--- config.mk ---
export PLATFORM = sky130hd
export DESIGN_NAME = byte_decode_stream
export DESIGN_NICKNAME = d
export VERILOG_FILES = /design/src/rtl/kyber_pkg.sv /design/src/rtl/decode_bitbuf.sv /design/src/rtl/byte_decode_stream.sv
export SDC_FILE = /design/constraint.sdc
export NUM_CORES = 1
export LEC_CHECK = 0
export BUFFER_PORTS_ARGS = -buffer_cell sky130_fd_sc_hd__buf_2
export CAP_MARGIN = 30
export CORE_UTILIZATION = 35
export DETAILED_ROUTE_END_ITERATION = 8
export HOLD_SLACK_MARGIN = 0.05
export PLACE_DENSITY_LB_ADDON = 0.2
export RECOVER_POWER = 25
export SYNTH_ARGS = -nofsm -noshare
export SYNTH_HDL_FRONTEND = slang
export SYNTH_SLANG_ARGS = --single-unit
--- constraint.sdc ---
create_clock -name clk -period 4 [get_ports clk]
set_input_delay 0.4 -clock clk [delete_from_list [all_inputs] [get_ports clk]]
set_output_delay 0.4 -clock clk [all_outputs]
set_load 0.05 [all_outputs]
--- src/rtl/kyber_pkg.sv ---
// Shared constants and types for the byte-stream coefficient decoder.
package kyber_pkg;

    localparam int KYBER_Q = 3329;
    localparam int KYBER_N = 256;
    localparam int ELL_MAX = 12;

    typedef enum logic [0:0] {
        ST_IDLE = 1'b0,
        ST_RUN  = 1'b1
    } state_e;

    // A width of zero or wider than the datapath cannot be decoded.
    function automatic logic d_is_legal(input logic [3:0] dw, input int ell_max);
        return (dw != 4'd0) && (int'(dw) <= ell_max);
    endfunction

endpackage

--- src/rtl/decode_bitbuf.sv ---
// LSB-first bit accumulator: bytes are appended at position fill, coefficients
// are removed from the bottom. Exposes next-state values so the owner can register outputs.
module decode_bitbuf
    import kyber_pkg::*;
#(
    parameter int  ELL_MAX = kyber_pkg::ELL_MAX,
    localparam int AW      = ELL_MAX + 8,
    localparam int FW      = $clog2(ELL_MAX + 9)
) (
    input  logic          clk,
    input  logic          rst_n,
    input  logic          clear_i,
    input  logic          push_i,
    input  logic [7:0]    data_i,
    input  logic          pop_i,
    input  logic [3:0]    d_i,
    output logic [AW-1:0] acc_d_o,
    output logic [FW-1:0] fill_d_o
);

    logic [AW-1:0] acc_q;
    logic [AW-1:0] acc_d;
    logic [FW-1:0] fill_q;
    logic [FW-1:0] fill_d;

    // Next-state of accumulator and fill; push and pop are mutually exclusive upstream.
    always_comb begin
        acc_d  = acc_q;
        fill_d = fill_q;
        if (clear_i) begin
            acc_d  = '0;
            fill_d = '0;
        end else if (pop_i) begin
            acc_d  = acc_q >> d_i;
            fill_d = fill_q - FW'(d_i);
        end else if (push_i) begin
            acc_d  = acc_q | (AW'(data_i) << fill_q);
            fill_d = fill_q + FW'(4'd8);
        end else begin
            acc_d  = acc_q;
            fill_d = fill_q;
        end
    end

    // Accumulator and fill registers.
    always_ff @(posedge clk or negedge rst_n) begin
        if (!rst_n) begin
            acc_q  <= '0;
            fill_q <= '0;
        end else begin
            acc_q  <= acc_d;
            fill_q <= fill_d;
        end
    end

    assign acc_d_o  = acc_d;
    assign fill_d_o = fill_d;

endmodule

--- src/rtl/byte_decode_stream.sv ---
// Decodes a byte stream into NUM_COEFFS d-bit coefficients (mod-Q reduced when d == 12).
// Optional DECODE_MODQ_CHECK_EN adds a sticky range_err output for raw values >= Q.
module byte_decode_stream
    import kyber_pkg::*;
#(
    parameter int ELL_MAX    = kyber_pkg::ELL_MAX,
    parameter int NUM_COEFFS = kyber_pkg::KYBER_N,
    parameter int Q          = kyber_pkg::KYBER_Q
) (
    input  logic               clk,
    input  logic               rst_n,
    input  logic               start,
    input  logic [3:0]         d,
    input  logic               abort,
    input  logic               in_valid,
    input  logic [7:0]         in_data,
    output logic               in_ready,
    output logic               out_valid,
    output logic [ELL_MAX-1:0] out_coeff,
    input  logic               out_ready,
    output logic               busy,
    output logic               done,
    output logic               cfg_err
`ifdef DECODE_MODQ_CHECK_EN
    ,
    output logic               range_err
`endif
);

    localparam int AW = ELL_MAX + 8;
    localparam int FW = $clog2(ELL_MAX + 9);
    localparam int CW = (NUM_COEFFS > 1) ? $clog2(NUM_COEFFS) : 1;

    state_e             state_q, state_d;
    logic [3:0]         d_q, d_d;
    logic [CW-1:0]      cnt_q, cnt_d;

    logic               in_ready_q, in_ready_d;
    logic               out_valid_q, out_valid_d;
    logic [ELL_MAX-1:0] out_coeff_q, out_coeff_d;
    logic               busy_q, busy_d;
    logic               done_q, done_d;
    logic               cfg_err_q, cfg_err_d;

    logic               start_ok_s;
    logic               cfg_bad_s;
    logic               push_s;
    logic               pop_s;
    logic               last_pop_s;
    logic               clear_s;
    logic [AW-1:0]      acc_nx_s;
    logic [FW-1:0]      fill_nx_s;
    logic [AW-1:0]      mask_s;
    logic [ELL_MAX-1:0] raw_s;
    logic               raw_over_q_s;

    assign start_ok_s = (state_q == ST_IDLE) && start && !abort && d_is_legal(d, ELL_MAX);
    assign cfg_bad_s  = (state_q == ST_IDLE) && start && !abort && !d_is_legal(d, ELL_MAX);
    assign push_s     = in_valid && in_ready_q;
    assign pop_s      = out_valid_q && out_ready;
    assign last_pop_s = (state_q == ST_RUN) && pop_s && (cnt_q == CW'(NUM_COEFFS - 1));
    assign clear_s    = abort || start_ok_s;

    decode_bitbuf #(
        .ELL_MAX (ELL_MAX)
    ) u_bitbuf (
        .clk      (clk),
        .rst_n    (rst_n),
        .clear_i  (clear_s),
        .push_i   (push_s),
        .data_i   (in_data),
        .pop_i    (pop_s),
        .d_i      (d_q),
        .acc_d_o  (acc_nx_s),
        .fill_d_o (fill_nx_s)
    );

    // FSM next-state, latched width and coefficient counter.
    always_comb begin
        state_d = state_q;
        d_d     = d_q;
        cnt_d   = cnt_q;
        case (state_q)
            ST_IDLE: begin
                if (start_ok_s) begin
                    state_d = ST_RUN;
                    d_d     = d;
                    cnt_d   = '0;
                end else begin
                    state_d = ST_IDLE;
                end
            end
            ST_RUN: begin
                if (abort) begin
                    state_d = ST_IDLE;
                    cnt_d   = '0;
                end else if (last_pop_s) begin
                    state_d = ST_IDLE;
                    cnt_d   = '0;
                end else if (pop_s) begin
                    cnt_d   = cnt_q + CW'(1'b1);
                end else begin
                    cnt_d   = cnt_q;
                end
            end
            default: begin
                state_d = ST_IDLE;
                cnt_d   = '0;
            end
        endcase
    end

    // Outputs are computed from next state so every port comes straight from a flop.
    always_comb begin
        busy_d       = (state_d == ST_RUN);
        in_ready_d   = busy_d && (fill_nx_s < FW'(d_d));
        out_valid_d  = busy_d && (fill_nx_s >= FW'(d_d));
        mask_s       = (AW'(1'b1) << d_d) - AW'(1'b1);
        raw_s        = ELL_MAX'(acc_nx_s & mask_s);
        raw_over_q_s = (d_d == 4'd12) && (raw_s >= ELL_MAX'(Q));
        if (!out_valid_d) begin
            out_coeff_d = '0;
        end else if (raw_over_q_s) begin
            out_coeff_d = raw_s - ELL_MAX'(Q);
        end else begin
            out_coeff_d = raw_s;
        end
        done_d    = last_pop_s && !abort;
        cfg_err_d = cfg_bad_s;
    end

    // State and output registers.
    always_ff @(posedge clk or negedge rst_n) begin
        if (!rst_n) begin
            state_q     <= ST_IDLE;
            d_q         <= 4'd0;
            cnt_q       <= '0;
            in_ready_q  <= 1'b0;
            out_valid_q <= 1'b0;
            out_coeff_q <= '0;
            busy_q      <= 1'b0;
            done_q      <= 1'b0;
            cfg_err_q   <= 1'b0;
        end else begin
            state_q     <= state_d;
            d_q         <= d_d;
            cnt_q       <= cnt_d;
            in_ready_q  <= in_ready_d;
            out_valid_q <= out_valid_d;
            out_coeff_q <= out_coeff_d;
            busy_q      <= busy_d;
            done_q      <= done_d;
            cfg_err_q   <= cfg_err_d;
        end
    end

    assign in_ready  = in_ready_q;
    assign out_valid = out_valid_q;
    assign out_coeff = out_coeff_q;
    assign busy      = busy_q;
    assign done      = done_q;
    assign cfg_err   = cfg_err_q;

`ifdef DECODE_MODQ_CHECK_EN
    logic range_err_q, range_err_d;

    // Sticky flag for any out-of-range raw 12-bit value; a new polynomial clears it.
    always_comb begin
        range_err_d = range_err_q;
        if (start_ok_s) begin
            range_err_d = 1'b0;
        end else if (out_valid_d && raw_over_q_s) begin
            range_err_d = 1'b1;
        end else begin
            range_err_d = range_err_q;
        end
    end

    // Range flag register.
    always_ff @(posedge clk or negedge rst_n) begin
        if (!rst_n) begin
            range_err_q <= 1'b0;
        end else begin
            range_err_q <= range_err_d;
        end
    end

    assign range_err = range_err_q;
`endif

endmodule

==> results.md, run 1 <==
* Most frequent cells in the layout: dfrtp_1 (54), nor2_1 (44), o21ai_0 (37), buf_4 (36), a21oi_1 (34)
* Synth Area per Inst at 8.92 sq um
* Worst min path class: input port to flop
* Max Cap Viol at 1
* Post-CTS setup buffer count at 0
* Crit path launch: busy
* Port Buf Inserts at 34
* Vias in the first global route at about 4700
* Fillers at 1408
* Final setup viols at 0
* Pin count of the biggest net entering global routing at 34
* Crit path max-delay family: simple AND/OR/NAND/NOR gates
* Crit start category: flop
* Post-synthesis sequential area ratio at 0.275
* CP endpoint kind: flop
* Most common cell after layout, fill and taps aside: dfrtp_1
* Crit-path cells: or3b_1, o32a_1, o32a_1, nand3_1, ha_1, inv_1, nor4_1, and3b_1, nor4_4, a311oi_4, buf_4, a31o_2, a21oi_1
* Synthesized area at 4920 sq um
* Met2 wire length at 7110 um
* DP HPWL at 11900 um
* Sink Count at 54
* Drt drc at 0
* Tot Pwr at 1.81 mW
* Gate Count Post-Synth at 551
* Design area at 5550 sq um
* Depth of the CTS H-tree at 2
* Vias per inst at 6.17
* Slowest CP cell: or3b_1
* Initial Utilization at 0.365
* Layout cells sized above 1 at 0.220
* Number of synthesized flops with an enable pin at 0
* Final setup TNS at 0 ns
* Worst path bufs/invs at 2
* Slew Viols, Final at 34
* Grt total ovfl at 0
* DRT antenna net count at 0
* Full die area at about 15000 sq um
* Longest Clk Path Bufs at 2
* Primary FF master, synth: dfrtp_1
* Status: complete, but fails checks
* N_diodes at 0
* Launching point of the worst reg2reg path: busy
* Area after DPL at 5380 sq um
* Failing checks: max-capacitance violations, max-slew violations
* Site row count at 42
* Clk slew on worst S/H paths at 0.08 ns
* I/O pin count at 35
* Fmax at 266 MHz
* PostCTS Resize Cnt at 0
* Worst-path fanout max at 8
* Skew-Pair Late Insertion Delay at between 0.3 and 0.4 ns
* Post-CTS Hold Fix Bufs at 0
* Inst Count DP at 756
* Worst path most repeated cell: o32a_1
* TritonCTS clock tree: built
* Relative slew slack at -0.371
* Synthesis-to-finish area growth at 12.9%
* FF+latch count, synth at 54
* Highest routed layer: met4
* TritonRoute pass-1 iters at 5
* Met1 WL at 6840 um
* CTS Buf Count at 5
* Period utilization at 0.938
* FFs w/ async S/R, synth at 1.00
* Final Skew at 0.0113 ns
* Yosys warnings at 0
* Critical path class: flop to flop
* Syn nets at 580
* Core Footprint at between 10000 and 15000 sq um
* Tmin final at 3.75 ns
* WL/cell at 20.5 um
* Global-route wire length before repair at approximately 25000 um
* Routed WL at 15700 um
* Root buffer cell: clkbuf_16
* RSZ-0062 raised after global routing: false
* Chip width at 121 um
* Initial antenna violation count at 0
* Slowest stage delay, CP at 0.50 ns
* CP arrival at roughly 4.0 ns
* Final GP Congestion at around 0.93
* Die Ht at roughly 120 um
* Total GRT Usage at 0.228
* Worst-Margin Slew at around 2.1 ns
* Initial detailed-routing violation count at 472
* Hold Crit Start: d[0]
* Final Hold Vio Count at 0
* Maximum VDD drop at 0.000157 V
* Detailed-route via count at 4707
* Pleak at 2.29 nW
* Final nets at 616
* Wire length on met3 at 1170 um
* PwrDens at 326 nW/um^2
* Post-Layout Cell Count at 763
* Cell variety after synth at 85
* Worst EP required at 4.24 ns
cell families after synthesis:
logic type      after synthesis  share of synthesized area
fa+ha+maj                    11                     0.0295
flops                        54                      0.275
xor+xnor                      8                     0.0143
mux                          47                      0.155
buf+inv                      65                     0.0616
compound gates              173                      0.245
simple gates                193                      0.219
per-stage QoR:
step	hold WS, ns	util	worst slack (ns)
after floorplan	0.104	-	0.199
after global placement	0.479	0.400	0.196
after detailed placement	0.487	0.400	0.134
after CTS	0.236	0.412	0.245
after global routing	0.435	0.412	0.0324
final	0.427	0.412	0.246
worst paths after layout:
kind                                            to  slack [ns]  depth (start not counted)
worst max-delay path                  out_coeff[5]        0.25                         13
worst min-delay path                       cfg_err        0.43                          3
worst min register to register            cnt_q[7]        0.50                          1
min in group asynchronous       u_bitbuf.acc_q[18]        0.68                          1
max in group asynchronous                 cnt_q[3]        2.08                          2
worst max register to register        out_coeff[5]        0.25                         13
flip-flops by register name (all words and copies together) (netlist names):
name / cells
out_coeff: 12
d_q: 4
u_bitbuf.fill_q: 5
cfg_err: 1
out_valid: 1
busy: 1
in_ready: 1
done: 1
u_bitbuf.acc_q: 20
cnt_q: 8
synth_stat cells, types with 4 or more instances:
| library cell | instances | area, sq um |
|---|---|---|
| clkbuf_1 | 22 | 82.6 |
| nor2b_1 | 10 | 62.6 |
| mux4_2 | 21 | 473 |
| mux2i_1 | 15 | 150 |
| o22ai_1 | 12 | 75.1 |
| mux2_2 | 7 | 78.8 |
| a31oi_1 | 9 | 56.3 |
| a21o_1 | 6 | 45.0 |
| a211o_1 | 7 | 61.3 |
| o211ai_1 | 5 | 37.5 |
| nand4_1 | 5 | 31.3 |
| o31ai_1 | 6 | 45.0 |
| nand2_1 | 33 | 124 |
| a211oi_1 | 12 | 90.1 |
| buf_6 | 4 | 45.0 |
| o22a_1 | 4 | 35.0 |
| and3_1 | 9 | 56.3 |
| and2_1 | 7 | 43.8 |
| inv_1 | 21 | 78.8 |
| nor4_1 | 6 | 37.5 |
| nand2b_1 | 6 | 37.5 |
| dfrtp_1 | 54 | 1350 |
| nor3_1 | 14 | 70.1 |
| ha_1 | 10 | 125 |
| buf_2 | 14 | 70.1 |
| a21oi_1 | 34 | 170 |
| or3_1 | 5 | 31.3 |
| nand3_1 | 20 | 100 |
| o21ai_0 | 37 | 185 |
| nor2_1 | 44 | 165 |
| nand4b_1 | 4 | 35.0 |
| xnor2_1 | 5 | 43.8 |
where the power goes:
group | switching (mW) | internal (mW)
sequential | 0.0443 | 0.572
clock | 0.223 | 0.294
combinational | 0.399 | 0.277
total | 0.666 | 1.14
worst min-delay path: stages:
cell and delay, ns:
buf_2 0.09, or4_4 0.15, a21oi_1 0.07
cell type report:
cell class	instances	area (sq um)	share of cell area
flip-flops and latches	54	1350	0.244
inverters	23	86.3	0.0156
well taps	176	220	0.0397
clock buffers	5	125	0.0225
multi-input cells	432	3270	0.589
repair buffers	71	459	0.0828
clock inverters	2	38.8	0.00699
per-layer routing:
metal  track usage  vias to the layer above
met3        0.0429                       33
li1              -                     2179
met2         0.361                      188
met1         0.304                     2307
met5             0                        -
met4         0.100                        0
(Power assumes the default switching activity.)
==> inputs of run 2 (changes only) <==
Settings changed: ABC_AREA set to 1, SKIP_CTS_REPAIR_TIMING set to 1.
==> run 2 against run 1 <==
  * The run still ends with max-capacitance violations, max-slew violations left
  * Cell area fell by 8.5%
  * Sequential share of layout area increased by 2.2 points
  * Cell count is 21% higher
  * Critical endpoint is now out_coeff[8]
  * Clock power rose by 2%
  * Global-route usage decreased by 1.3 points
  * Via count grew 1.9%
==> results.md, run 2 <==
* Yosys warnings at 0 (unchanged)
* Total GRT Usage at 0.215 (-0.0135)
* Tot Pwr at 2.29 mW (+26%)
* Crit-path cells: ha_1, nand2_1, nand2_1, a31oi_1, o21ai_0, a21oi_1, nor3_1, ha_1, o21ai_0, nor3_1, inv_1, o21ai_1, a21o_1, nand2_1, inv_1, nand2_1, a21oi_1
* Routed WL at 13400 um (-14%)
* Final Skew at 0.00934 ns (-0.00195 ns)
* Worst path most repeated cell: nand2_1
* Max Cap Viol at 1 (unchanged)
* Initial detailed-routing violation count at 415 (-12%)
* Synthesized area at 4600 sq um (-6.4%)
* Vias per inst at 5.21 (-16%)
* Drt drc at 0 (unchanged)
* Pleak at 2.60 nW (+13%)
* Detailed-route via count at 4796 (+1.9%)
* Commonest cells in the netlist: nand2_1 (216), nand3_1 (92), inv_1 (70), nor2_1 (62), dfrtp_1 (54)
* Pint at 1.25 mW (+9.0%)
* Final setup viols at 0 (unchanged)
* Failing checks: max-capacitance violations, max-slew violations
* Relative slew slack at -0.246 (+0.125)
* Synth top area share at 0.294 (+0.0187)
* Multi-input logic area at 2800 sq um (-14%)
* Synth area leaders: dfrtp_1 (29%), nand2_1 (18%), nand3_1 (10%), inv_1 (5.7%), o21ai_0 (5.1%)
* Grt total ovfl at 0 (unchanged)
* Clk slew on worst S/H paths at 0.08 ns (about the same)
* Syn nets at 754 (+30%)
* Fillers at 1448 (+2.8%)
* Final GP Congestion at 0.901 (-3.6%)
* TritonRoute pass-1 iters at 4 (-1)
* Met2 usage at 0.348 (-0.0134)
* FF+latch area at 1350 sq um (unchanged)
* Status: complete, but fails checks
* DP HPWL at 10100 um (-15%)
* Maximum VDD drop at 0.000182 V (+16%)
* Layout cells sized above 1 at 0.120 (-0.0996)
* Initial antenna violation count at 0 (unchanged)
* Worst path bufs/invs at 2 (unchanged)
* Slew Viols, Final at 30 (-12%)
* Final Hold Vio Count at 0 (unchanged)
* Primary FF master, synth: dfrtp_1
* Sink Count at 54 (unchanged)
* Skew-Pair Late Insertion Delay at 0.31 ns (about the same)
* FF+latch count, synth at 54 (unchanged)
* Most common cell in the synthesized netlist: nand2_1
* Logic pwr share at 0.485 (+0.112)
* Critical path class: flop to flop
* Grt met3 use at 0.0311 (-0.0118)
* CP arrival at 3.46 ns (-0.54 ns)
* Worst-Margin Slew at 1.87 ns (-0.187 ns)
* Synth area leader: dfrtp_1
* CTS Buf Count at 5 (unchanged)
* Initial Utilization at 0.362 (-0.00360)
* Most frequent cells in the layout: nand2_1 (217), nand3_1 (92), inv_1 (70), nor2_1 (62), dfrtp_1 (54)
* FFs w/ async S/R, synth at 1.00 (unchanged)
* Worst min path class: input port to flop
* Tmin final at 3.23 ns (-0.526 ns)
* Final setup TNS at 0 ns (unchanged)
* Worst-path fanout max at 15 (+7)
* Chip width at 117 um (-3.2%)
* Cell variety after synth at 44 (-48%)
* Layer with the highest usage: met2
* Crit path max-delay family: compound AO/OA/AOI/OAI gates
* DRT antenna net count at 0 (unchanged)
* Synth Area per Inst at 6.35 sq um (-29%)
* TritonCTS clock tree: built
* WL/cell at 14.6 um (-29%)
* Sw Ratio at 0.455 (+0.0873)
* Die Ht at 117 um (-3.2%)
* Number of synthesized flops with an enable pin at 0 (unchanged)
* Root buffer cell: clkbuf_16
* Port Buf Inserts at 34 (unchanged)
* N_diodes at 0 (unchanged)
* Vias in the first global route at 4679 (+0.32%)
* Clock power frac at 0.230 (-0.056)
* Global-route wire length before repair at 22700 um (-11%)
* Post-synthesis sequential area ratio at 0.294 (+0.0187)
* Site row count at 41 (-2.4%)
* Core Footprint at 12700 sq um (-5.4%)
* Depth of the CTS H-tree at 2 (unchanged)
* Fmax at 310 MHz (+16%)
* Grt met1 use at 0.289 (-0.0148)
* Crit start category: flop
* Max reg flops at 20 (unchanged)
* Slowest CP cell: dfrtp_1
* Period utilization at 0.807 (-0.131)
* Slowest stage delay, CP at 0.64 ns (+0.14 ns)
* Longest Clk Path Bufs at 2 (unchanged)
* Final nets at 777 (+26%)
* CP endpoint kind: flop
* Full die area at 13600 sq um (-6.3%)
* Reg power frac at 0.285 (-0.056)
* PwrDens at 451 nW/um^2 (+38%)
* Switching pwr at 1.04 mW (+56%)
* Gate Count Post-Synth at 725 (+32%)
* Synthesis-to-finish area growth at 10.4%
* Pin count of the biggest net entering global routing at 30 (-12%)
* Biggest register: u_bitbuf.acc_q
* I/O pin count at 35 (unchanged)
* Most common cell after layout, fill and taps aside: nand2_1
* Worst EP required at 4.23 ns (about the same)
* RSZ-0062 raised after global routing: false
## run 2: path summary, 6_finish.rpt
kind                                       to  cells past startpoint                from  slack [ns]
max                              out_coeff[8]                     17  u_bitbuf.fill_q[2]        0.77
min                                      done                      2               abort        0.28
max reg2reg                      out_coeff[8]                     17  u_bitbuf.fill_q[2]        0.77
min reg2reg                          cnt_q[7]                      1            cnt_q[7]        0.52
max in group asynchronous        out_coeff[4]                      2               rst_n        1.35
min in group asynchronous  u_bitbuf.acc_q[14]                      1               rst_n        0.60
## run 2: cells by family (layout without fill, tap and decap cells)
group | Yosys count | count (layout) | synth area share
compound gates | 116 | 116 | 0.140
flops | 54 | 54 | 0.294
simple gates | 428 | 428 | 0.421
fa+ha+maj | 11 | 11 | 0.0315
xor+xnor | 9 | 9 | 0.0171
buf+inv | 107 | 131 | 0.0968
## run 2: power groups by stage
| stage | clock, mW | sequential [mW] | combinational [mW] |
|---|---|---|---|
| 4_1_cts | 0.536 | 0.653 | 1.10 |
| 6_report | 0.526 | 0.653 | 1.11 |
| 3_5_place_dp | 0 | 0.663 | 1.10 |
| 3_3_place_gp | 0 | 0.663 | 1.09 |
| 2_1_floorplan | 0 | 0.668 | 0.832 |
| 5_1_grt | 0.555 | 0.661 | 1.26 |
## run 2: worst reg2reg max path, stage by stage (launching register included)
cell and delay, ns:
dfrtp_1 0.64, ha_1 0.37, nand2_1 0.08, nand2_1 0.04, a31oi_1 0.17, o21ai_0 0.10
a21oi_1 0.12, nor3_1 0.07, ha_1 0.28, o21ai_0 0.11, nor3_1 0.22, inv_1 0.07
o21ai_1 0.17, a21o_1 0.10, nand2_1 0.25, inv_1 0.17, nand2_1 0.06, a21oi_1 0.11
## run 2: per-stage QoR
| step | hold WS, ns | instance area (sq um) | worst slack (ns) | cells | utilization |
|---|---|---|---|---|---|
| 4_1_cts | 0.173 | 5090 | 0.733 | 921 | 0.400 |
| 3_3_place_gp | 0.505 | 4910 | 0.743 | 913 | 0.386 |
| 2_1_floorplan | 0.104 | 4600 | 0.853 | 725 | - |
| 5_1_grt | 0.278 | 5080 | 0.369 | 921 | 0.399 |
| 3_5_place_dp | 0.502 | 4910 | 0.668 | 913 | 0.386 |
| 6_report | 0.275 | 5080 | 0.772 | 921 | 0.399 |
## run 2: routing by layer
layer,wire [um],up-vias,part of all wire
li1,-,2409,-
met2,6060,127,0.45
met4,333,0,0.025
met3,554,20,0.041
met1,6460,2240,0.48
met5,0,-,0
## run 2: area by class of cell
cell class,count,share of cell area
multi-input cells,564,0.552
well taps,172,0.0424
flip-flops and latches,54,0.266
clock inverters,3,0.00936
clock buffers,5,0.0246
inverters,79,0.0584
repair buffers,44,0.0473
